==> config.mk <==
export PLATFORM = sky130hd
export DESIGN_NAME = uart_tx_scheduler
export DESIGN_NICKNAME = d
export VERILOG_FILES = /design/src/rtl/uart_tx_scheduler.sv
export SDC_FILE = /design/constraint.sdc
export NUM_CORES = 1
export LEC_CHECK = 0
export CORE_ASPECT_RATIO = 0.8
export CORE_MARGIN = 4
export CORE_UTILIZATION = 30
export CTS_CLUSTER_DIAMETER = 30
export DETAILED_ROUTE_END_ITERATION = 8
export SYNTH_ARGS = -nofsm -noshare
export SYNTH_HDL_FRONTEND = slang
export SYNTH_SLANG_ARGS = --single-unit
==> constraint.sdc <==
create_clock -name clk -period 12.9 [get_ports clk]
set_input_delay 2.58 -clock clk [delete_from_list [all_inputs] [get_ports clk]]
set_output_delay 2.58 -clock clk [all_outputs]
set_load 0.02 [all_outputs]
==> src/rtl/uart_tx_scheduler.sv <==
// Purpose : round-robin share of one byte UART TX among NUM_REQ 32-bit word requesters,
//           framing each word as header (HDR_BASE|id) + 4 data bytes LSB first.
// Latency : grant one edge after req_valid is seen idle; one byte per tx handshake; 1 idle cycle between frames.
// Backpr. : tx_byte/tx_valid hold while tx_ready is low; requests wait (unacked) while busy.
// Option  : define UART_SCHED_CHECKSUM_EN to append an XOR checksum byte after the data bytes.
module uart_tx_scheduler #(
  parameter int          NUM_REQ  = 4,
  parameter logic [7:0]  HDR_BASE = 8'hA0
) (
  input  logic                   clk,
  input  logic                   reset_n,
  input  logic [NUM_REQ-1:0]     req_valid,
  input  logic [32*NUM_REQ-1:0]  req_data,
  output logic [NUM_REQ-1:0]     req_ready,
  output logic [7:0]             tx_byte,
  output logic                   tx_valid,
  input  logic                   tx_ready,
  output logic [2:0]             grant_id,
  output logic                   busy,
  output logic                   frame_done
);

  // Context of the frame being sent: who owns it and the word latched at grant.
  typedef struct packed {
    logic [2:0]  id;
    logic [31:0] word;
  } frame_t;

  typedef enum logic [2:0] {
    ST_IDLE = 3'd0,
    ST_HDR  = 3'd1,
    ST_D0   = 3'd2,
    ST_D1   = 3'd3,
    ST_D2   = 3'd4,
    ST_D3   = 3'd5
`ifdef UART_SCHED_CHECKSUM_EN
    ,
    ST_CSUM = 3'd6
`endif
  } state_t;

  state_t      state;
  frame_t      cur;
  logic [2:0]  ptr;

  logic [2:0]  winner;
  logic        any_valid;
  logic [31:0] win_word;
  int          best_d;
  int          d;

  logic        xfer;
  assign xfer = tx_valid && tx_ready;

  // Round-robin pick: smallest distance above the pointer among valid requesters.
  always_comb begin
    winner    = '0;
    any_valid = 1'b0;
    best_d    = NUM_REQ;
    d         = 0;
    for (int i = 0; i < NUM_REQ; i++) begin
      d = i - int'(ptr) - 1;
      if (d < 0) d = d + NUM_REQ;
      if (req_valid[i] && (d < best_d)) begin
        best_d    = d;
        winner    = 3'(i);
        any_valid = 1'b1;
      end
    end
  end

  // Select the winning requester's word for latching at grant.
  always_comb begin
    win_word = '0;
    for (int i = 0; i < NUM_REQ; i++) begin
      if (3'(i) == winner) win_word = req_data[32*i +: 32];
    end
  end

`ifdef UART_SCHED_CHECKSUM_EN
  logic [7:0] csum;
  // Checksum covers header and all four data bytes of the latched frame.
  always_comb begin
    csum = {HDR_BASE[7:3], cur.id} ^ cur.word[7:0] ^ cur.word[15:8]
         ^ cur.word[23:16] ^ cur.word[31:24];
  end
`endif

  // Frame sequencer; every output is registered here.
  always_ff @(posedge clk or negedge reset_n) begin
    if (!reset_n) begin
      state      <= ST_IDLE;
      cur        <= '0;
      ptr        <= 3'(NUM_REQ - 1);
      req_ready  <= '0;
      tx_byte    <= '0;
      tx_valid   <= 1'b0;
      grant_id   <= '0;
      busy       <= 1'b0;
      frame_done <= 1'b0;
    end else begin
      req_ready  <= '0;
      frame_done <= 1'b0;
      case (state)
        ST_IDLE: begin
          if (any_valid) begin
            req_ready[winner] <= 1'b1;
            cur.id            <= winner;
            cur.word          <= win_word;
            grant_id          <= winner;
            busy              <= 1'b1;
            tx_valid          <= 1'b1;
            tx_byte           <= {HDR_BASE[7:3], winner};
            state             <= ST_HDR;
          end
        end
        ST_HDR: begin
          if (xfer) begin
            tx_byte <= cur.word[7:0];
            state   <= ST_D0;
          end
        end
        ST_D0: begin
          if (xfer) begin
            tx_byte <= cur.word[15:8];
            state   <= ST_D1;
          end
        end
        ST_D1: begin
          if (xfer) begin
            tx_byte <= cur.word[23:16];
            state   <= ST_D2;
          end
        end
        ST_D2: begin
          if (xfer) begin
            tx_byte <= cur.word[31:24];
            state   <= ST_D3;
          end
        end
        ST_D3: begin
          if (xfer) begin
`ifdef UART_SCHED_CHECKSUM_EN
            tx_byte <= csum;
            state   <= ST_CSUM;
`else
            tx_valid   <= 1'b0;
            busy       <= 1'b0;
            frame_done <= 1'b1;
            ptr        <= cur.id;
            state      <= ST_IDLE;
`endif
          end
        end
`ifdef UART_SCHED_CHECKSUM_EN
        ST_CSUM: begin
          if (xfer) begin
            tx_valid   <= 1'b0;
            busy       <= 1'b0;
            frame_done <= 1'b1;
            ptr        <= cur.id;
            state      <= ST_IDLE;
          end
        end
`endif
        default: state <= ST_IDLE;
      endcase
    end
  end

endmodule

==> impl_metrics.json, run 1 <==
{
  "max-slew-margin-rel_pct": 36.9,
  "synth.area.top_cells": "dfrtp_1 (31%), mux2i_1 (6.6%), ha_1 (6.4%), mux2_2 (6.0%), a221o_1 (4.6%)",
  "ys_ff_latch": 53,
  "avgSynthCellArea_um2": 8.83,
  "r2r_setup_slack_ps": 5360,
  "ys_top_cells_by_count": "dfrtp_1 (51), nand2_1 (41), inv_1 (33), o21ai_0 (31), mux2i_1 (27)",
  "htree_levels": 2,
  "root_buffer": "clkbuf_16",
  "async_flop_share_pct": 100,
  "grt_first_pass_wirelength_mm": 22.2,
  "initial_core_util_pct": 31.3,
  "netlist_area_um2": 4100,
  "grtUsageMet1_pct": 24.4,
  "clock_path_buffers": 2,
  "grt_max_degree": 54,
  "crit_buf_inv": 1,
  "fp.dieArea_um2": 15600,
  "nets": 746,
  "die_w_um": 139,
  "endpoint_kind": "flop",
  "grtUsageTotal_pct": 17.4,
  "yosysTopAreaCellShare_pct": 31.1,
  "worst_pin_slew_ps": 934,
  "ant_nets": 0,
  "core_um2": 13100,
  "row_count": 37,
  "grt_pass1_vias": 4139,
  "gp_congestion": 0.987,
  "boundaryPins": 153,
  "dp.final_hpwl_mm": 10.9,
  "path_cells": "clkdlybuf4s50_1, nor2b_1, nand2_1, ha_1, a211o_1, a311o_1, a21boi_0, a21oi_1, ha_1, nor4b_1, o211ai_1, a211o_1, a31o_2, ha_1, a21oi_1, o311ai_1, a21oi_1, o41ai_1, o211ai_1",
  "wire_per_inst_um": 18.1,
  "finalCriticalPeriod_ps": 9020,
  "final-setup-viol-count": 0,
  "synth_ff_type": "dfrtp_1",
  "routed_wl_mm": 13.9,
  "status": "complete, no violations",
  "ir_drop_uv": 141,
  "drc": 0,
  "multi_input_area_um2": 2460,
  "required_ps": 13050,
  "met2_usage_pct": 26.6,
  "vias": 4112,
  "die_h_um": 113,
  "viasPerCell": 5.37,
  "cp_max_fo": 12,
  "cp-start-kind": "primary input",
  "p_sw_share_pct": 50.7,
  "worst-endpoint-arrival_ps": 9170,
  "grt.overflow.total": 0,
  "area_growth_pct": 42.7,
  "syn_inst": 464,
  "hold_viol": 0,
  "insertion_delay_ps": 290,
  "seq_area_frac_synth_pct": 32.4,
  "antenna_found_initial": 0,
  "tns_ps": 0,
  "synthDistinctLibCells": 56,
  "drive_above_1_share_pct": 7.95,
  "holdBufCountCts": 0,
  "io_buffers": 151,
  "critPathSlowestCell": "o311ai_1",
  "clk_pin_slew_worst_paths_ps": 70,
  "fillCellCount": 1253,
  "p_per_area_nw_per_um2": 278,
  "reg2reg_depth": 21,
  "critPathKind": "in -> reg",
  "cts_tree": "done",
  "drtIter0Drc": 293,
  "clock.fmax_mhz": 111,
  "gr-usage-met3_pct": 5.07,
  "switching_power_mw": 0.826,
  "synth_area_leader_cell": "dfrtp_1",
  "pwr-share-clk_pct": 8.7,
  "p_comb_share_pct": 70.7,
  "yosysMostFrequentCell": "dfrtp_1",
  "stdcell_count": 766,
  "cts_resized": 0,
  "cellInternalPower_mw": 0.802,
  "power.leakage_nw": 2.44,
  "drt_pre_antenna_iters": 5,
  "cp.depth": 19,
  "maxCapViolations": 0,
  "cts_buffers": 5,
  "hold_depth": 2,
  "cpLargestDelayFamily": "compound AO/OA/AOI/OAI gates",
  "slew_viol_final": 0,
  "yosysWarnings": 0,
  "postCtsSetupBuffers": 0,
  "skew_ps": 4.33,
  "slowest_delay_ps": 730,
  "synth_edf_count": 0,
  "grt-busiest-layer": "met2",
  "diodes": 0,
  "sequentialPowerShare_pct": 20.6,
  "hold_path_class": "reg -> reg",
  "period_share_pct": 69.9,
  "grt_setup_unrepaired": "no",
  "dpl.cell_count": 758,
  "regArea_um2": 1330,
  "cts.sinks": 53
}
## cell type report
type / instances / area share, %
clock buffers: 7 / 2.61
clock inverters: 1 / 0.0856
inverters: 33 / 2.12
multi-input cells: 339 / 42.1
flip-flops and latches: 53 / 22.7
well taps: 175 / 3.74
repair buffers: 158 / 26.7
## per-layer routing
metal  up-vias  part of all wire [%]
met3        16                   7.0
met1      1972                    47
met5         -                     0
li1       1975                     -
met4         0                   1.3
met2       149                    45
## worst paths after layout
check / start / end
setup / recovery: req_valid[0] / tx_byte[0]$_DFFE_PN0P_
hold / removal: cur[20]$_DFFE_PN0P_ / cur[20]$_DFFE_PN0P_
setup reg to reg: ptr[0]$_DFFE_PN1P_ / tx_byte[0]$_DFFE_PN0P_
hold reg to reg: cur[20]$_DFFE_PN0P_ / cur[20]$_DFFE_PN0P_
max in group asynchronous: reset_n / cur[14]$_DFFE_PN0P_
min in group asynchronous: reset_n / frame_done$_DFF_PN0_
## metrics by stage
step	power [mW]	utilization, %	area, um2	setup WS (ps)	hold slack [ps]
finish	1.63	44.6	5850	3880	493
global route	1.77	44.6	5850	3310	521
CTS	1.62	44.6	5850	4110	496
detailed placement	1.48	43.4	5690	3830	478
global placement	1.45	43.4	5690	4180	475
floorplan	1.17	-	4100	5320	445
## cell usage in the layout, fill, tap and decap left out, types with 7 or more instances in the layout
master	instances
mux2i_1	27
o31ai_1	10
and2_1	7
o21ai_0	31
a21oi_1	22
buf_4	7
dfrtp_1	51
inv_1	33
ha_1	21
o21ai_1	13
mux2_2	22
a221oi_1	17
clkdlybuf4s50_1	150
a31oi_1	22
a221o_1	19
nor2_1	23
nand2_1	40
## registers in the layout, summed over array words and instances, names as in the netlist
name        flops
ptr             2
cur            34
busy            1
state           3
req_ready       4
frame_done      1
tx_byte         8
## worst min-delay path, stage by stage, from the launching register on
cell and delay (ps):
dfrtp_1 350, nand2_1 50, o21ai_1 60
## cells by family (layout without fill, tap and decap cells)
| kind of cell | count (synthesis) | after routing | synth area share (%) |
|---|---|---|---|
| muxes | 49 | 49 | 12.6 |
| xor gates and xnor gates | 2 | 2 | 0.428 |
| other | 1 | 2 | 0.0915 |
| DFF | 53 | 53 | 32.4 |
| AOI/OAI and AO/OA | 168 | 168 | 28.8 |
| and+or+nand+nor | 97 | 97 | 11.1 |
| buffers and inverters | 73 | 199 | 8.12 |
| adders and majority gates | 21 | 21 | 6.41 |
## power by group through the flow
stage | combinational, mW | sequential, mW | clock, mW
final | 1.15 | 0.335 | 0.141
after global routing | 1.27 | 0.347 | 0.153
after CTS | 1.15 | 0.333 | 0.146
after detailed placement | 1.14 | 0.336 | 0
after global placement | 1.11 | 0.336 | 0
after floorplan | 0.865 | 0.309 | 0
(Power assumes the default switching activity.)
==> run 2, diff against run 1 <==
clock period = 7.8 ns   (was 12.9 ns; I/O delays follow)
==> run 2 against run 1 <==
Clock skew is 2.3 ps higher. Cell count rose by 1.0%. Wire length grew 2.2%. Sequential power up 65%. Non-clock buffer count rose by 9. Largest power group unchanged. Register-to-register slack got worse by 4500 ps. Sequential share of layout area shrank 0.31 points. Critical endpoint unchanged.
==> impl_metrics.json, run 2 (synthesized netlist as in run 1, its figures left out) <==
{
  "status": "complete, no violations",
  "postCtsSetupBuffers": 0,
  "cp-start-kind": "primary input",
  "pwr-share-clk_pct": 8.0,
  "die_h_um": 113,
  "gr-usage-met3_pct": 3.92,
  "cellInternalPower_mw": 1.38,
  "max-slew-margin-rel_pct": 19.2,
  "grtUsageTotal_pct": 17.7,
  "cpLargestDelayFamily": "compound AO/OA/AOI/OAI gates",
  "endpoint_kind": "flop",
  "switching_power_mw": 1.38,
  "regMostFlops": "cur",
  "drc": 0,
  "viasPerCell": 5.33,
  "grt_first_pass_wirelength_mm": 22.5,
  "worst-endpoint-arrival_ps": 7560,
  "cts_resized": 0,
  "required_ps": 8000,
  "routed_wl_mm": 14.2,
  "grt.overflow.total": 0,
  "period_share_pct": 94.3,
  "path_cells": "clkdlybuf4s50_1, nor2b_1, nand2_1, ha_1, a211o_1, a311o_1, a21boi_0, buf_4, a21oi_1, ha_1, a21oi_1, o211ai_1, a211o_1, a31o_2, ha_1, a21oi_1, o311ai_0, buf_4, nor3_1, o41ai_1, buf_4, o211ai_1",
  "dpl_cell_area_um2": 5780,
  "wire_per_inst_um": 18.3,
  "io_buffers": 151,
  "fin_util_pct": 45.3,
  "worst_hold_slack_ps": 487,
  "power.leakage_nw": 2.48,
  "cp_max_fo": 11,
  "drive_above_1_share_pct": 9.18,
  "grt-busiest-layer": "met1",
  "maxCapViolations": 0,
  "critPathKind": "in -> reg",
  "cts_tree": "done",
  "clock.fmax_mhz": 136,
  "htree_levels": 2,
  "root_buffer": "clkbuf_16",
  "clock_path_buffers": 2,
  "row_count": 37,
  "grt_max_degree": 54,
  "largest_reg_flops": 34,
  "diodes": 0,
  "cts.sinks": 53,
  "crit_buf_inv": 4,
  "sequentialPowerShare_pct": 20.1,
  "dp.final_hpwl_mm": 11.2,
  "critPathSlowestCell": "nor3_1",
  "mostFrequentLayoutCell": "clkdlybuf4s50_1",
  "finalCriticalPeriod_ps": 7360,
  "met2_usage_pct": 26.1,
  "grt_pass1_vias": 4154,
  "grtUsageMet1_pct": 26.6,
  "insertion_delay_ps": 290,
  "final_cell_mix": "clkdlybuf4s50_1 (150), dfrtp_1 (51), nand2_1 (40)",
  "final_cell_area_um2": 5930,
  "final-setup-viol-count": 0,
  "ir_drop_uv": 241,
  "hold_viol": 0,
  "hold_path_class": "reg -> reg",
  "area_growth_pct": 44.7,
  "nets": 755,
  "fillCellCount": 1264,
  "boundaryPins": 153,
  "p_comb_share_pct": 71.9,
  "p_per_area_nw_per_um2": 465,
  "stdcell_count": 774,
  "worst_pin_slew_ps": 1200,
  "p_sw_share_pct": 49.9,
  "slowest_delay_ps": 910,
  "drtIter0Drc": 256,
  "cts_buffers": 5,
  "gp_congestion": 0.858,
  "core_um2": 13100,
  "dpl.cell_count": 767,
  "grt_setup_unrepaired": "no",
  "reg_top3": "cur (34), tx_byte (8), req_ready (4)",
  "initial_core_util_pct": 31.3,
  "slew_viol_final": 0,
  "holdBufCountCts": 0,
  "drt_pre_antenna_iters": 5,
  "tns_ps": 0,
  "die_w_um": 139,
  "ant_nets": 0,
  "vias": 4123,
  "skew_ps": 6.58,
  "fp.dieArea_um2": 15600,
  "antenna_found_initial": 0,
  "clk_pin_slew_worst_paths_ps": 70
}
==> run 2: cell types whose count changed in the layout (fill, tap and decap cells not counted) <==
cell / delta
buf_12: +2
buf_4: +7
clkbuf_8: -1
clkinv_2: -1
clkinvlp_4: +1
==> run 2: layout make-up <==
type | instances | area (um2) | share of cell area [%]
Timing Repair Buffer | 167 | 1650 | 27.9
Multi-Input combinational cell | 339 | 2460 | 41.5
Clock buffer | 6 | 139 | 2.34
Tap cell | 175 | 219 | 3.69
Sequential cell | 53 | 1330 | 22.4
Clock inverter | 1 | 7.51 | 0.127
Inverter | 33 | 124 | 2.09
==> run 2: worst reg2reg max path, cell delays in order, from the launching register on <==
cell,delay [ps]
dfstp_2,650
inv_1,200
ha_1,250
ha_1,220
nor2b_1,230
nand2_1,90
ha_1,310
a211o_1,310
a311o_1,400
a21boi_0,360
buf_4,200
a21oi_1,50
ha_1,330
a21oi_1,160
o211ai_1,150
a211o_1,350
a31o_2,260
ha_1,280
a21oi_1,270
o311ai_0,160
buf_4,180
nor3_1,910
o41ai_1,230
buf_4,190
o211ai_1,80
==> run 2: per-stage QoR <==
stage	power, mW	worst slack (ps)
2_1_floorplan	1.94	1240
3_3_place_gp	2.52	410
3_5_place_dp	2.54	310
4_1_cts	2.77	563
5_1_grt	3.01	21.2
6_report	2.76	444
==> run 2: path summary, 6_finish.rpt <==
check / startpoint / end / slack [ps] / depth (start not counted)
setup / recovery: req_valid[0] / tx_byte[0]$_DFFE_PN0P_ / 440 / 22
hold / removal: cur[22]$_DFFE_PN0P_ / cur[22]$_DFFE_PN0P_ / 490 / 2
setup reg to reg: ptr[0]$_DFFE_PN1P_ / tx_byte[0]$_DFFE_PN0P_ / 890 / 24
hold reg to reg: cur[22]$_DFFE_PN0P_ / cur[22]$_DFFE_PN0P_ / 490 / 2
max in group asynchronous: reset_n / cur[2]$_DFFE_PN0P_ / 5940 / 2
min in group asynchronous: reset_n / frame_done$_DFF_PN0_ / 1370 / 2
==> run 2: power groups by stage <==
stage | Sequential, mW | Clock (mW) | Combinational [mW]
final | 0.554 | 0.221 | 1.98
after global routing | 0.574 | 0.236 | 2.20
after CTS | 0.554 | 0.227 | 1.99
after detailed placement | 0.558 | 0 | 1.98
after global placement | 0.556 | 0 | 1.96
after floorplan | 0.511 | 0 | 1.43
==> run 2: per-layer routing <==
metal / part of all wire, % / vias to the layer above
met5: 0 / -
met4: 1.4 / 0
met3: 7.6 / 15
met2: 43 / 139
met1: 48 / 1973
li1: - / 1996
